===== src/rtl/mc_ctrl_fsm.sv =====
// Multicycle control unit: Moore FSM sequencing fetch/decode/execute/memory/write-back
// for the MIPS-subset shared datapath, with parametrised memory wait states.
module mc_ctrl_fsm #(
   parameter int MEM_WAIT = 0,
   parameter int WAIT_W   = 4
) (
   input  logic        clk,
   input  logic        reset,
   input  logic [31:0] instr,
   output logic        pc_write,
   output logic        ir_write,
   output logic        i_or_d,
   output logic        mem_read,
   output logic        mem_write,
   output logic        mem_to_reg,
   output logic        reg_dst,
   output logic        reg_write,
   output logic        alu_src_a,
   output logic [1:0]  alu_src_b,
   output logic [1:0]  alu_op,
   output logic [1:0]  pc_src,
   output logic        branch,
   output logic [2:0]  branch_type,
   output logic        illegal,
   output logic [3:0]  state
);

   typedef enum logic [3:0] {
      S_FETCH   = 4'd0,
      S_DECODE  = 4'd1,
      S_MEMADR  = 4'd2,
      S_MEMRD   = 4'd3,
      S_MEMWB   = 4'd4,
      S_MEMWR   = 4'd5,
      S_RTYPE   = 4'd6,
      S_ALUWB   = 4'd7,
      S_IMMEX   = 4'd8,
      S_IMMWB   = 4'd9,
      S_BRANCH  = 4'd10,
      S_JUMP    = 4'd11,
      S_ILLEGAL = 4'd12
   } state_t;

   localparam logic [5:0] OP_RTYPE = 6'h00;
   localparam logic [5:0] OP_LW    = 6'h23;
   localparam logic [5:0] OP_SW    = 6'h2B;
   localparam logic [5:0] OP_ADDI  = 6'h08;
   localparam logic [5:0] OP_ANDI  = 6'h0C;
   localparam logic [5:0] OP_ORI   = 6'h0D;
   localparam logic [5:0] OP_SLTI  = 6'h0A;
   localparam logic [5:0] OP_BEQ   = 6'h04;
   localparam logic [5:0] OP_BNE   = 6'h05;
   localparam logic [5:0] OP_BGT   = 6'h07;
   localparam logic [5:0] OP_BGTE  = 6'h01;
   localparam logic [5:0] OP_BLE   = 6'h06;
   localparam logic [5:0] OP_BLEQ  = 6'h03;
   localparam logic [5:0] OP_J     = 6'h02;

   localparam logic [WAIT_W-1:0] LP_WAIT = WAIT_W'(MEM_WAIT);

   state_t            r_state;
   state_t            w_next;
   logic [WAIT_W-1:0] r_cnt;
   logic              w_last;
   logic [5:0]        w_opcode;
   logic [5:0]        w_funct;
   logic              w_funct_ok;

   assign w_opcode   = instr[31:26];
   assign w_funct    = instr[5:0];
   assign w_last     = (r_cnt == LP_WAIT);
   assign w_funct_ok = (w_funct == 6'h20) || (w_funct == 6'h22) || (w_funct == 6'h24) ||
                       (w_funct == 6'h25) || (w_funct == 6'h2A);
   assign state      = r_state;

   // NOTE: sequential state uses non-blocking assignments so every register samples pre-edge values.
   always_ff @(posedge clk) begin
      if (reset) begin
         r_state <= S_FETCH;
         r_cnt   <= '0;
      end else begin
         r_state <= w_next;
         // Only the wait states ever hold; any state change clears the count.
         if (w_next != r_state) r_cnt <= '0;
         else                   r_cnt <= r_cnt + 1'b1;
      end
   end

   // NOTE: every output and w_next gets a default first so no path infers a latch.
   always_comb begin
      w_next      = r_state;
      pc_write    = 1'b0;
      ir_write    = 1'b0;
      i_or_d      = 1'b0;
      mem_read    = 1'b0;
      mem_write   = 1'b0;
      mem_to_reg  = 1'b0;
      reg_dst     = 1'b0;
      reg_write   = 1'b0;
      alu_src_a   = 1'b0;
      alu_src_b   = 2'b00;
      alu_op      = 2'b00;
      pc_src      = 2'b00;
      branch      = 1'b0;
      branch_type = 3'd0;
      illegal     = 1'b0;

      case (r_state)
         S_FETCH: begin
            mem_read  = 1'b1;
            alu_src_b = 2'b01;
            if (w_last) begin
               ir_write = 1'b1;
               pc_write = 1'b1;
               w_next   = S_DECODE;
            end
         end
         S_DECODE: begin
            alu_src_b = 2'b11;
            case (w_opcode)
               OP_LW, OP_SW:                         w_next = S_MEMADR;
               OP_RTYPE:                             w_next = w_funct_ok ? S_RTYPE : S_ILLEGAL;
               OP_ADDI, OP_ANDI, OP_ORI, OP_SLTI:    w_next = S_IMMEX;
               OP_BEQ, OP_BNE, OP_BGT, OP_BGTE,
               OP_BLE, OP_BLEQ:                      w_next = S_BRANCH;
               OP_J:                                 w_next = S_JUMP;
               default:                              w_next = S_ILLEGAL;
            endcase
         end
         S_MEMADR: begin
            alu_src_a = 1'b1;
            alu_src_b = 2'b10;
            w_next    = (w_opcode == OP_LW) ? S_MEMRD : S_MEMWR;
         end
         S_MEMRD: begin
            mem_read = 1'b1;
            i_or_d   = 1'b1;
            if (w_last) w_next = S_MEMWB;
         end
         S_MEMWB: begin
            reg_write  = 1'b1;
            mem_to_reg = 1'b1;
            w_next     = S_FETCH;
         end
         S_MEMWR: begin
            mem_write = 1'b1;
            i_or_d    = 1'b1;
            if (w_last) w_next = S_FETCH;
         end
         S_RTYPE: begin
            alu_src_a = 1'b1;
            alu_op    = 2'b10;
            w_next    = S_ALUWB;
         end
         S_ALUWB: begin
            reg_write = 1'b1;
            reg_dst   = 1'b1;
            w_next    = S_FETCH;
         end
         S_IMMEX: begin
            alu_src_a = 1'b1;
            alu_src_b = 2'b10;
            alu_op    = 2'b11;
            w_next    = S_IMMWB;
         end
         S_IMMWB: begin
            reg_write = 1'b1;
            w_next    = S_FETCH;
         end
         S_BRANCH: begin
            alu_src_a = 1'b1;
            alu_op    = 2'b01;
            pc_src    = 2'b01;
            branch    = 1'b1;
            case (w_opcode)
               OP_BEQ:  branch_type = 3'd0;
               OP_BNE:  branch_type = 3'd1;
               OP_BGT:  branch_type = 3'd2;
               OP_BGTE: branch_type = 3'd3;
               OP_BLE:  branch_type = 3'd4;
               OP_BLEQ: branch_type = 3'd5;
               default: branch_type = 3'd0;
            endcase
            w_next = S_FETCH;
         end
         S_JUMP: begin
            pc_src   = 2'b10;
            pc_write = 1'b1;
            w_next   = S_FETCH;
         end
         S_ILLEGAL: begin
            illegal = 1'b1;
            w_next  = S_FETCH;
         end
         default: w_next = S_FETCH;
      endcase
   end

endmodule


===== config.mk =====
export PLATFORM = sky130hd
export DESIGN_NAME = mc_ctrl_fsm
export DESIGN_NICKNAME = d
export VERILOG_FILES = /design/src/rtl/mc_ctrl_fsm.sv
export SDC_FILE = /design/constraint.sdc
export NUM_CORES = 1
export LEC_CHECK = 0
export CORE_UTILIZATION = 25
export CTS_CLUSTER_DIAMETER = 40
export DETAILED_ROUTE_END_ITERATION = 7
export SLEW_MARGIN = 25
export SYNTH_ARGS = -nofsm -noshare
export SYNTH_HDL_FRONTEND = slang
export SYNTH_SLANG_ARGS = --single-unit
export TNS_END_PERCENT = 5

===== constraint.sdc =====
create_clock -name clk -period 1.9 [get_ports clk]
set_clock_uncertainty 0.15 [all_clocks]
set_input_delay 0.38 -clock clk [delete_from_list [all_inputs] [get_ports clk]]
set_output_delay 0.38 -clock clk [all_outputs]
set_load 0.02 [all_outputs]

==> out/results.ini <==
[detailed_routing]
ant_nets = 0
drt_iter0_drc = 27
drc = 0
vias = 1234
wl_um = 3210
drt-pass1-iter-count = 4
wl_per_cell_um = 12.8
viasPerCell = 4.92

[hold_path]
min_to = r_cnt[0]$_SDFF_PP0_
hold_path_class = register to register
min_path_cells = 2
min-delay-start = r_cnt[0]$_SDFF_PP0_

[synth]
synthMostInstantiatedCell = nor2_1
synth-seq-cells = 8
syn-cell-area_um2 = 1010
ys_types = 47
yosysWarningCount = 0
ys_async_sr_fraction = 0
synth_compound_area_frac = 0.249
yosysTopAreaCell = dfxtp_1
synthMuxAreaShare = 0.0197
synth_edf_count = 0
synth_adder_area_share = 0.0247
seq_area_frac_synth = 0.158
syn_inst = 135
synth-main-ff-cell = dfxtp_1
synth_xor_area_frac = 0.0432
synth-simple-area-share = 0.395
syn_area_per_cell_um2 = 7.52
syn-num-nets = 171
yosys.area.top_type_share = 0.158
synth_area_leaders = dfxtp_1, buf_4, nor2_1
synth_top_family_by_area = simple AND/OR/NAND/NOR gates
netlist_top_cells_count = nor2_1, nand2_1, buf_4, dfxtp_1

[setup_path]
rrSetupSlack_ps = -30
worstPathRequired_ps = 1370
path_class = register to output port
arrival_ps = 1510
r2r_start = r_cnt[0]$_SDFF_PP0_
crit_fanout = 2
path_cells = inv_1 -> ha_2 -> nor3b_4 -> and3_4 -> or2_2 -> buf_6
reg2regPathDepth = 7
crit_family = simple AND/OR/NAND/NOR gates
cp-end-kind = output port
r2r_end = r_cnt[0]$_SDFF_PP0_
slowest_delay_ps = 320
cp_slowest_cell = dfxtp_2
worstSetupStartpointType = register
cp_num_buf_inv = 2

[cts]
cts_buffers = 3
htreeDepth = 1
clk_latency_ps = 230
cts_buffer_depth = 2
clkTransAtPathRegs_ps = 40
clock_sinks = 8
cts_setup_buffers = 0
cts_tree = built
root_buffer = clkbuf_8

[timing]
rsz0062_at_grt = true
fin_crit_sh = 1.07
slew_headroom = 0.784
slew_violations = 0
setup-tns-final_ps = -381
worst_slew_pin_slew_ps = 321
setup_viol = 7
fin_ws_ps = -140
min_period_ps = 2040
hold_violations = 0
clock.fmax_mhz = 490

[floorplanning]
rows = 22
dieArea_um2 = 4320
initial_core_util = 0.269
fp.dieH_um = 65.7
io_pins = 58
die_w_um = 65.7
core_um2 = 3770

[place]
dp_slack_ps = -801
gp_congestion = 0.875
place.detailed.hpwl_um = 2510
numPortBuffers = 37

[status]
status = finished, violations left
violations = setup timing

[global_route]
antenna_found_initial = 0
grt_max_degree = 18
grt-ovfl-total = 0
first_global_vias = 1246
grt_usage = 0.158
grt_pass1_wl_um = 5400

[pwr]
max-vdd-ir-drop_v = 0.000545
power_uw = 1910
leakagePower_uw = 0.000864
power-per-cell-area_nw_per_um2 = 1090

[layout]
nFillCells = 396
layout-drive-gt1-share = 0.468
final_nets = 241
diodes = 0
synthToLayoutAreaGrowth_pct = 73.4

[job]
maxCapViolCount = 0

[through the flow]
step	instance area [um2]	cells	hold WS, ps	util
6_report	1760	251	358	0.466
5_1_grt	1760	251	383	0.466
4_1_cts	1730	251	381	0.458
3_5_place_dp	1690	248	372	0.447
3_3_place_gp	1690	248	359	0.447
2_1_floorplan	1040	135	299	-
[cells in the final DEF, fill, tap and decap left out, types with 3 or more instances in the layout]
master           count
a211oi_1             3
a21oi_1              4
a21oi_2              3
and3_1               3
buf_4               40
buf_6                9
clkbuf_2             7
clkbuf_8             3
clkdlybuf4s50_1      7
dfxtp_1              6
dlygate4sd2_1        6
dlymetal6s2s_1       6
inv_1                5
inv_2                3
nand2_1              8
nand2b_1             3
nand3_1              5
nor2_1              12
nor2b_1              3
nor3_1               3
nor3_2               4
o21ai_0              6
xor2_1               3
[per-layer routing]
metal / routed length (um) / global-route usage
met4: 31 / 0.0408
met3: 134 / 0.0278
met5: 0 / 0
met1: 1370 / 0.182
met2: 1680 / 0.295
[worst max-delay path by stage]
stage | cells past startpoint | from | slack (ps) | end
detailed placement | 6 | instr[29] | -800 | branch_type[1]
finish | 6 | r_cnt[0]$_SDFF_PP0_ | -140 | pc_write
floorplan | 4 | state[1]$_SDFF_PP0_ | -190 | pc_write
CTS | 6 | r_cnt[0]$_SDFF_PP0_ | -230 | pc_write
global route | 7 | instr[27] | -200 | r_cnt[2]$_SDFF_PP0_
global placement | 6 | instr[29] | -760 | branch_type[1]
[flip-flops by register name, summed over array words and instances (netlist names)]
signal,count
state,4
r_cnt,4
[logic make-up after synthesis]
kind of cell / after synthesis
muxes: 2
and+or+nand+nor: 65
AOI/OAI and AO/OA: 33
xor gates and xnor gates: 5
adders and majority gates: 2
buffers and inverters: 20
DFF: 8
[power by group]
group          internal (uW)  switching (uW)
Combinational            700             765
Sequential               208            33.8
Clock                    137            67.1
Total                   1040             866
[layout make-up]
class / instances / area, um2 / area share
repair buffers: 77 / 644 / 0.366
clock buffers: 3 / 41.3 / 0.0235
inverters: 8 / 30.0 / 0.0171
multi-input cells: 107 / 821 / 0.467
well taps: 48 / 60.1 / 0.0341
flip-flops and latches: 8 / 163 / 0.0925
[what timing repair did]
item	4_1_cts	5_1_grt
hold buffers	0	0
resized for setup	65	50
setup endpoints to repair	31	29
pin swaps	7	3
[worst register-to-register path, stage by stage, from the launching register on]
cell      delay, ps
dfxtp_2         310
inv_1            50
ha_2            180
or3b_4          380
o211a_1         130
a311oi_1        280
a2111o_1        250
nor3_1           70
No activity file was read; power rests on OpenSTA's default activity.
